## src/rtl/vga_timing_pkg.sv

```systemverilog
// Shared 640x480 timing constants, monitor state encoding and counter widths
// for the VGA generator and its receive-side sync monitor.
package vga_timing_pkg;

  localparam int VGA_H_ACTIVE = 640;
  localparam int VGA_H_FP     = 16;
  localparam int VGA_H_SYNC   = 96;
  localparam int VGA_H_BP     = 48;
  localparam int VGA_H_TOTAL  = VGA_H_ACTIVE + VGA_H_FP + VGA_H_SYNC + VGA_H_BP;

  localparam int VGA_V_ACTIVE = 480;
  localparam int VGA_V_FP     = 10;
  localparam int VGA_V_SYNC   = 2;
  localparam int VGA_V_BP     = 33;
  localparam int VGA_V_TOTAL  = VGA_V_ACTIVE + VGA_V_FP + VGA_V_SYNC + VGA_V_BP;

  localparam int COL_W   = 11;
  localparam int ROW_W   = 10;
  localparam int LINE_W  = 11;
  localparam int FRAME_W = 10;
  localparam int GOOD_W  = 4;

  typedef enum logic [1:0] {
    SEARCH,
    ACQUIRE,
    LOCKED
  } mon_state_t;

endpackage

```

## src/rtl/vga_edge_detect.sv

```systemverilog
// Strobe-qualified previous-sample register producing fall/rise flags for one
// sync/blank line; the history resets high so a low input right after reset reads as a fall.
module vga_edge_detect (
  input  logic clk,
  input  logic rst_b,
  input  logic ce,
  input  logic d,
  output logic fall,
  output logic rise
);

  logic prev;

  always_ff @(posedge clk or negedge rst_b) begin
    if (!rst_b) begin
      prev <= 1'b1;
    end else if (ce) begin
      prev <= d;
    end
  end

  assign fall = ce & prev & ~d;
  assign rise = ce & ~prev & d;

endmodule

```

## src/rtl/vga_sync_monitor.sv

```systemverilog
// Recovers pixel coordinates from a VGA sync/blank stream, measures line and
// frame geometry and tracks lock. Define VGA_MON_STATS_EN for frame/error counters.
module vga_sync_monitor
  import vga_timing_pkg::*;
#(
  parameter int H_ACTIVE    = VGA_H_ACTIVE,
  parameter int H_TOTAL     = VGA_H_TOTAL,
  parameter int V_ACTIVE    = VGA_V_ACTIVE,
  parameter int V_TOTAL     = VGA_V_TOTAL,
  parameter int LOCK_FRAMES = 2
) (
  input  logic        clk,
  input  logic        rst_b,
  input  logic        pix_ce,
  input  logic        hs_n,
  input  logic        vs_n,
  input  logic        blank_n,
  input  logic        err_clr,
  output logic [9:0]  pix_x,
  output logic [9:0]  pix_y,
  output logic        pix_valid,
  output logic        frame_start,
  output logic        locked,
  output logic        err_sticky,
  output logic [10:0] h_meas,
  output logic [9:0]  v_meas
`ifdef VGA_MON_STATS_EN
  ,
  output logic [15:0] frame_cnt,
  output logic [7:0]  err_cnt
`endif
);

  localparam logic [COL_W-1:0]   H_ACTIVE_C = COL_W'(H_ACTIVE);
  localparam logic [LINE_W-1:0]  H_TOTAL_C  = LINE_W'(H_TOTAL);
  localparam logic [ROW_W-1:0]   V_ACTIVE_C = ROW_W'(V_ACTIVE);
  localparam logic [FRAME_W-1:0] V_TOTAL_C  = FRAME_W'(V_TOTAL);
  localparam logic [GOOD_W-1:0]  LOCK_C     = GOOD_W'(LOCK_FRAMES);

  function automatic logic [10:0] sat_inc11(input logic [10:0] v);
    return (v == 11'h7FF) ? v : v + 11'd1;
  endfunction

  function automatic logic [9:0] sat_inc10(input logic [9:0] v);
    return (v == 10'h3FF) ? v : v + 10'd1;
  endfunction

  logic hs_fall, vs_fall, bl_fall, bl_rise;
  logic unused_hs_rise, unused_vs_rise;

  vga_edge_detect u_hs (.clk(clk), .rst_b(rst_b), .ce(pix_ce), .d(hs_n),
                        .fall(hs_fall), .rise(unused_hs_rise));
  vga_edge_detect u_vs (.clk(clk), .rst_b(rst_b), .ce(pix_ce), .d(vs_n),
                        .fall(vs_fall), .rise(unused_vs_rise));
  vga_edge_detect u_bl (.clk(clk), .rst_b(rst_b), .ce(pix_ce), .d(blank_n),
                        .fall(bl_fall), .rise(bl_rise));

  logic [COL_W-1:0]   col_cnt, col_cur;
  logic [ROW_W-1:0]   row_cnt, row_inc;
  logic [LINE_W-1:0]  line_cnt, h_new;
  logic [FRAME_W-1:0] frm_cnt, frm_inc;
  logic               err_line, err_frame, err_now, lock_loss;
  mon_state_t         state;
  logic [GOOD_W-1:0]  good_cnt;
  logic               frame_err;

  // Boundary evaluation: values as they stand including this sample's edge
  always_comb begin
    col_cur   = bl_rise ? '0 : col_cnt;
    h_new     = sat_inc11(line_cnt);
    row_inc   = bl_fall ? sat_inc10(row_cnt) : row_cnt;
    frm_inc   = hs_fall ? sat_inc10(frm_cnt) : frm_cnt;
    err_line  = (hs_fall && (h_new != H_TOTAL_C)) || (bl_fall && (col_cnt != H_ACTIVE_C));
    err_frame = vs_fall && ((frm_inc != V_TOTAL_C) || (row_inc != V_ACTIVE_C));
    err_now   = err_line | err_frame;
    lock_loss = (state == LOCKED) && err_now;
  end

  // Coordinate recovery and geometry measurement
  always_ff @(posedge clk or negedge rst_b) begin
    if (!rst_b) begin
      pix_x       <= '0;
      pix_y       <= '0;
      pix_valid   <= 1'b0;
      frame_start <= 1'b0;
      h_meas      <= '0;
      v_meas      <= '0;
      col_cnt     <= '0;
      row_cnt     <= '0;
      line_cnt    <= '0;
      frm_cnt     <= '0;
    end else begin
      pix_valid   <= 1'b0;
      frame_start <= 1'b0;
      if (pix_ce) begin
        if (blank_n) begin
          pix_valid <= 1'b1;
          pix_x     <= col_cur[9:0];
          pix_y     <= row_cnt;
          col_cnt   <= sat_inc11(col_cur);
        end
        row_cnt  <= vs_fall ? '0 : row_inc;
        line_cnt <= hs_fall ? '0 : sat_inc11(line_cnt);
        frm_cnt  <= vs_fall ? '0 : frm_inc;
        if (hs_fall) begin
          h_meas <= h_new;
        end
        if (vs_fall) begin
          v_meas      <= frm_inc;
          frame_start <= 1'b1;
        end
      end
    end
  end

  // Lock FSM; the partial frame seen in SEARCH is never judged
  always_ff @(posedge clk or negedge rst_b) begin
    if (!rst_b) begin
      state      <= SEARCH;
      good_cnt   <= '0;
      frame_err  <= 1'b0;
      locked     <= 1'b0;
      err_sticky <= 1'b0;
    end else begin
      if (pix_ce) begin
        frame_err <= vs_fall ? 1'b0 : (frame_err | err_line);
        case (state)
          SEARCH: begin
            if (vs_fall) begin
              good_cnt <= '0;
              state    <= ACQUIRE;
            end
          end
          ACQUIRE: begin
            if (vs_fall) begin
              if (frame_err || err_now) begin
                good_cnt <= '0;
              end else if (good_cnt + 4'd1 >= LOCK_C) begin
                state  <= LOCKED;
                locked <= 1'b1;
              end else begin
                good_cnt <= good_cnt + 4'd1;
              end
            end
          end
          LOCKED: begin
            if (err_now) begin
              state  <= SEARCH;
              locked <= 1'b0;
            end
          end
          default: begin
            state  <= SEARCH;
            locked <= 1'b0;
          end
        endcase
      end
      if (lock_loss) begin
        err_sticky <= 1'b1;
      end else if (err_clr) begin
        err_sticky <= 1'b0;
      end
    end
  end

`ifdef VGA_MON_STATS_EN
  function automatic logic [7:0] sat_inc8(input logic [7:0] v);
    return (v == 8'hFF) ? v : v + 8'd1;
  endfunction

  always_ff @(posedge clk or negedge rst_b) begin
    if (!rst_b) begin
      frame_cnt <= '0;
      err_cnt   <= '0;
    end else begin
      if (vs_fall) begin
        frame_cnt <= frame_cnt + 16'd1;
      end
      if (lock_loss) begin
        err_cnt <= sat_inc8(err_cnt);
      end else if (err_clr) begin
        err_cnt <= '0;
      end
    end
  end
`endif

endmodule

```

## config.mk

```make
export PLATFORM = sky130hd
export DESIGN_NAME = vga_sync_monitor
export DESIGN_NICKNAME = d
export VERILOG_FILES = /design/src/rtl/vga_timing_pkg.sv /design/src/rtl/vga_edge_detect.sv /design/src/rtl/vga_sync_monitor.sv
export SDC_FILE = /design/constraint.sdc
export NUM_CORES = 1
export LEC_CHECK = 0
export ABC_AREA = 1
export CAP_MARGIN = 20
export CORE_ASPECT_RATIO = 2
export CORE_MARGIN = 2
export CORE_UTILIZATION = 55
export CTS_CLUSTER_SIZE = 14
export DETAILED_ROUTE_END_ITERATION = 7
export PLACE_DENSITY_LB_ADDON = 0.25
export SETUP_SLACK_MARGIN = 0.4
export SYNTH_ARGS = -nofsm -noshare
export SYNTH_HDL_FRONTEND = slang
export SYNTH_SLANG_ARGS = --single-unit
```

## constraint.sdc

```tcl
create_clock -name clk -period 2.8 [get_ports clk]
set_input_delay 0.56 -clock clk [delete_from_list [all_inputs] [get_ports clk]]
set_output_delay 0.56 -clock clk [all_outputs]
set_load 0.02 [all_outputs]
```

==> reports/results.txt, run 1 <==
Clk Latency, worst-skew pair -> 0.35 ns
fin. max-slew vios -> 0
critical path cell sequence -> ha_2, nand3_2, inv_2, nand3_4, nand2_1, o21ai_1, inv_1, nand2_1, nor2_2, nand3_1, a21oi_4, nand4_4, o21ai_4, inv_2, nor2_2
CTS Buf Count -> 9
synthesized flop and latch total -> 97
drt wl/cell -> 14.7 um
final wirelength -> 11900 um
GR Util All Layers -> 25.4%
post-synth top area cell -> dfrtp_1
first-pass GRT wire length -> 19200 um
WS Path Type -> reg -> reg
CP Launch Type -> flop
Ys Warns -> 0
Critical R2R Capture -> good_cnt[1]
Mapped Nets -> 620
I/O Buffers -> 51
Root Driver -> clkbuf_16
power per cell area -> 618 nW/um^2
CP arrival -> 2.67 ns
gpl congestion -> 0.902
via count -> 4307
Slowest Stage Delay on Critical Path -> 0.37 ns
synth unique cells -> 33
die width -> 70.4 um
Final Total Pwr -> 3.85 mW
CP endpoint kind -> flop
remaining routing DRC violations -> 0
async set or reset register ratio after synthesis -> 100%
Max Fclk -> 0.420 GHz
Slowest-stage cell, CP -> dfrtp_1
predominant post-synthesis flop cell -> dfrtp_1
top-count cell post-synth -> nand2_1
share of layout cells above drive strength 1 -> 17.4%
GRT overflow -> 0
flop-to-flop setup slack -> 0.42 ns
Period minus WS final -> 2.38 ns
number of flops mapped to enable cells by yosys -> 0
Top delay family on crit path -> simple AND/OR/NAND/NOR gates
DP Worst Slack -> -0.148 ns
top cells by area, synth -> dfrtp_1 (48%), nand2_1 (12%), inv_1 (6.3%)
RSZ-0062 raised after global routing -> yes
status -> complete, no violations
pin count of the biggest net entering global routing -> 49
synthesized area -> 4850 sq um
Initial Util -> 56.5%
Leak -> 2.99 nW
die area -> 9640 sq um
post-layout net count -> 722
max_cap viols -> 0
initial antenna violation count -> 0
Hold Path Class -> in -> async
TritonCTS clock tree -> built
Max Clock Skew -> 0.00866 ns
Final Hold Vio Count -> 0
Final Cycle Share -> 85.0%
TritonCTS Sinks -> 97
Final HPWL DP -> 8410 um
reg2reg start -> line_cnt[1]
register area share after synthesis -> 50.1%
Via density -> 5.29
slack of the critical path -> 0.419 ns
Die H -> 137 um
fillers -> 652
synth cell count leaders -> nand2_1 (160), dfrtp_1 (94), inv_1 (82)
number of I/O pins -> 52
initial DRC count -> 273
Buffers & Inverters on Critical Path -> 3
Syn-to-layout area delta -> 28.3%
Worst Path Required -> 3.09 ns
core area -> 8590 sq um
Post-Syn Area per Cell -> 8.00 sq um
post-route ant nets -> 0
Setup Viol. Count Final -> 0
clock buffer depth -> 2
Slew headroom -> 54.1%
post-synth top area share -> 48.5%
antenna cells -> 0
Slew @ Worst Pin -> 0.683 ns
CP Max Fanout -> 7
DRT Pass-1 Iters -> 4
clock-pin slew on the worst setup and hold paths -> 0.07 ns
cell count of the worst reg-to-reg path -> 15
synthesized instance count -> 607
WHS -> 0.121 ns
Worst IR Drop VDD -> 0.538 mV
vias in the first global route -> 4248
htree depth -> 3
Row Count -> 48
==> worst max-delay path by stage <==
| stage | cells after the start | endpoint | startpoint |
|---|---|---|---|
| global route | 15 | good_cnt[1] | frm_cnt[1] |
| global placement | 14 | state[0] | pix_ce |
| finish | 15 | good_cnt[1] | line_cnt[1] |
| detailed placement | 15 | good_cnt[1] | pix_ce |
| floorplan | 14 | col_cnt[8] | blank_n |
| CTS | 14 | good_cnt[1] | line_cnt[0] |
==> through the flow <==
stage	utilization, %	cells	cell area (sq um)	setup TNS [ns]
global route	72.5	814	6230	0
detailed placement	66.0	776	5670	-0.979
floorplan	-	607	4850	0
global placement	66.0	776	5670	-0.795
CTS	69.8	794	6000	0
finish	72.5	814	6230	0
==> what timing repair did <==
action	4_1_cts	5_1_grt
endpoints found under the setup margin	16	11
buffers inserted	2	19
hold endpoints to repair	0	0
gates cloned	0	1
resized for setup	8	29
hold buffers	0	0
pin swaps	2	15
==> cell usage in the layout, fill, tap and decap left out, drive strengths merged <==
cell,count
nand3,40
dfrtp,94
ha,6
dlygate4sd2,1
nor4,2
xnor2,6
nand4,13
nand3b,3
o21ai,56
a31oi,2
o22ai,8
clkdlybuf4s50,47
or2,1
nand2,167
dfstp,3
nor3,7
buf,55
a21oi,8
nor2,77
xor2,13
inv,86
clkinvlp,3
a211oi,1
dlymetal6s2s,1
clkbuf,11
clkinv,3
==> area by class of cell <==
type | instances | area [sq um] | area share [%]
clock buffers | 10 | 239 | 3.84
flip-flops and latches | 97 | 2430 | 39.0
inverters | 86 | 327 | 5.24
clock inverters | 6 | 42.5 | 0.683
multi-input cells | 410 | 2140 | 34.3
well taps | 100 | 125 | 2.01
repair buffers | 105 | 926 | 14.9
==> report_power, final <==
| part | internal, mW | switching [mW] | total (mW) |
|---|---|---|---|
| registers | 1.58 | 0.134 | 1.71 |
| logic | 0.415 | 0.554 | 0.969 |
| clock network | 0.628 | 0.542 | 1.17 |
==> flip-flops by register name, indices dropped and copies added, names as in the netlist, 2 cells and up <==
signal	flops
col_cnt	11
frm_cnt	10
good_cnt	4
h_meas	11
line_cnt	11
pix_x	10
pix_y	10
row_cnt	10
state	2
v_meas	10
==> worst register-to-register path, delay by kind of cell (launching register included) <==
| kind | cells | cell delay, ns |
|---|---|---|
| AOI/OAI and AO/OA | 3 | 0.50 |
| buffers and inverters | 3 | 0.28 |
| and+or+nand+nor | 8 | 0.97 |
| DFF | 1 | 0.37 |
| adders and majority gates | 1 | 0.21 |
==> cell families after synthesis <==
group | after synthesis | synth area share [%]
compound gates | 75 | 8.35
fa+ha+maj | 6 | 1.55
buf+inv | 101 | 8.20
simple gates | 309 | 28.2
xor+xnor | 19 | 3.58
flops | 97 | 50.1
==> routing by layer <==
metal | global-route usage, % | share of wire (%)
met1 | 27.2 | 38
met4 | 11.0 | 2.7
met3 | 3.09 | 2.5
met5 | 0 | 0
met2 | 48.7 | 57
No activity file was read; power rests on OpenSTA's default activity.
==> run 2: changes to the inputs <==
Settings changed: CORE_UTILIZATION 55 to 57, SETUP_SLACK_MARGIN 0.4 to 0.05.
==> reports/results.txt, run 2 (same netlist as run 1, synthesis figures left out) <==
status -> complete, no violations
Slowest-stage cell, CP -> clkdlybuf4s50_1
RSZ-0062 raised after global routing -> no
vias in the first global route -> 4565 (+7.5%)
CTS Hold Bufs -> 0 (unchanged)
commonest non-fill, non-tap cells in the layout -> nand2_1 (160), dfrtp_1 (94), inv_1 (82), nor2_1 (69), o21ai_0 (50)
biggest regs -> col_cnt (11), h_meas (11), line_cnt (11)
Worst setup startpoint -> blank_n
Via density -> 5.35 (+1.2%)
Slew headroom -> 47.7% (-6.5 points)
number of I/O pins -> 52 (unchanged)
gpl congestion -> 0.891 (-1.2%)
post-layout net count -> 692 (-4.2%)
Final Cycle Share -> 88.1% (+3.1 points)
CP Launch Type -> primary input
fin. max-slew vios -> 0 (unchanged)
antenna cells -> 0 (unchanged)
CP Max Fanout -> 7 (unchanged)
Worst IR Drop VDD -> 0.404 mV (-25%)
commonest non-fill, non-tap cell in the layout -> nand2_1
Top Usage Layer GRT -> met2
Sum Neg Setup Slack -> 0 ns (unchanged)
Slowest Stage Delay on Critical Path -> 0.42 ns (+0.05 ns)
Setup Viol. Count Final -> 0 (unchanged)
Leak -> 2.82 nW (-5.8%)
first-pass GRT wire length -> 19700 um (+2.9%)
Root Driver -> clkbuf_16
clock buffer depth -> 2 (unchanged)
TritonCTS Sinks -> 97 (unchanged)
drt wl/cell -> 14.5 um (-0.93%)
final wirelength -> 11300 um (-4.9%)
I/O Buffers -> 51 (unchanged)
initial antenna violation count -> 0 (unchanged)
GRT overflow -> 0 (unchanged)
WS Path Type -> in -> reg
remaining routing DRC violations -> 0 (unchanged)
final instance area -> 5880 sq um (-5.6%)
Top delay family on crit path -> simple AND/OR/NAND/NOR gates
met1 usage -> 26.5% (-0.75 points)
post-CTS setup buffers -> 0 (-2)
Clk Latency, worst-skew pair -> 0.34 ns (about the same)
Syn-to-layout area delta -> 21.2%
Hold Path Class -> in -> async
CTS-repair resized insts -> 0 (-8)
pin count of the biggest net entering global routing -> 63 (+29%)
die width -> 69.3 um (-1.7%)
share of layout cells above drive strength 1 -> 10.2% (-7.1 points)
Crit path top cell by count -> nand2_1
WHS -> 0.302 ns (+0.182 ns)
cell count after placement -> 766 (-1.3%)
GR Util All Layers -> 26.1% (+0.72 points)
Worst Path Required -> 3.08 ns (about the same)
CP arrival -> 2.74 ns (+0.07 ns)
utilization after layout -> 70.9% (-1.6 points)
Final HPWL DP -> 8440 um (+0.31%)
Max Fclk -> 0.405 GHz (-3.5%)
Die H -> 134 um (-1.7%)
met3 Resource Use GR -> 4.85% (+1.8 points)
via count -> 4181 (-2.9%)
Buffers & Inverters on Critical Path -> 3 (unchanged)
reg2reg start -> line_cnt[0]
Row Count -> 47 (-2.1%)
CTS Buf Count -> 9 (unchanged)
final cell count without fillers -> 781 (-4.1%)
core area -> 8290 sq um (-3.5%)
Placed Area -> 5600 sq um (-1.3%)
initial DRC count -> 318 (+16%)
TritonCTS clock tree -> built
max_cap viols -> 0 (unchanged)
DRT Pass-1 Iters -> 5 (+1)
Final Hold Vio Count -> 0 (unchanged)
power per cell area -> 636 nW/um^2 (+2.9%)
clock-pin slew on the worst setup and hold paths -> 0.07 ns (about the same)
post-route ant nets -> 0 (unchanged)
Initial Util -> 58.5% (+2.0 points)
htree depth -> 3 (unchanged)
met2 usage -> 49.9% (+1.2 points)
Slew @ Worst Pin -> 0.785 ns (+0.102 ns)
CP endpoint kind -> flop
Period minus WS final -> 2.47 ns (+0.0869 ns)
critical path cell sequence -> clkdlybuf4s50_1, buf_4, nor2_4, nand2_1, nor2_2, nand2_1, xor2_1, nand3_1, nor2_1, nand2_1, nand2_2, nand4_4, o21ai_2, inv_2, nor2_1
Max Clock Skew -> 0.00859 ns (-0.0000722 ns)
die area -> 9310 sq um (-3.4%)
## run 2: path summary, 6_finish.rpt
path	endpoint	slack [ns]	cells past startpoint
max in group asynchronous	u_vs.prev	1.76	2
min in group clk	v_meas[8]	0.48	2
min reg2reg	v_meas[8]	0.48	2
max	good_cnt[3]	0.33	15
min	frm_cnt[3]	0.30	1
max reg2reg	good_cnt[3]	0.37	13
## run 2: routing by layer
| layer | up-vias | wire length (um) |
|---|---|---|
| met4 | 0 | 366 |
| met3 | 31 | 449 |
| met1 | 1978 | 4260 |
| li1 | 2059 | - |
| met2 | 113 | 6260 |
| met5 | - | 0 |
## run 2: power by group
group / switching, mW / internal (mW)
Combinational: 0.506 / 0.350
Clock: 0.523 / 0.646
Sequential: 0.138 / 1.58
## run 2: worst register-to-register path, stage by stage, from the launching register on
cell and delay (ns):
dfrtp_1 0.38, ha_1 0.22, nand3_2 0.14, inv_1 0.10, nand3_2 0.17, xor2_1 0.31, nand2_1 0.12, nor2_1 0.11
nand3_1 0.13, a21oi_4 0.20, nand4_4 0.14, o21ai_2 0.19, inv_2 0.06, nor2_1 0.09
## run 2: per-stage QoR
stage | power [mW] | setup WS, ns
after floorplan | 2.23 | 0.705
after global placement | 2.56 | -0.0843
final | 3.74 | 0.333
after detailed placement | 2.60 | -0.140
after global routing | 3.93 | 0.115
after CTS | 3.77 | 0.198
## run 2: area by class of cell
type / instances / area [sq um]
Inverter: 86 / 323
Multi-Input combinational cell: 409 / 2020
Tap cell: 98 / 123
Fill cell: 687 / 2410
Timing Repair Buffer: 76 / 698
Clock inverter: 4 / 28.8
Clock buffer: 11 / 253
Sequential cell: 97 / 2430
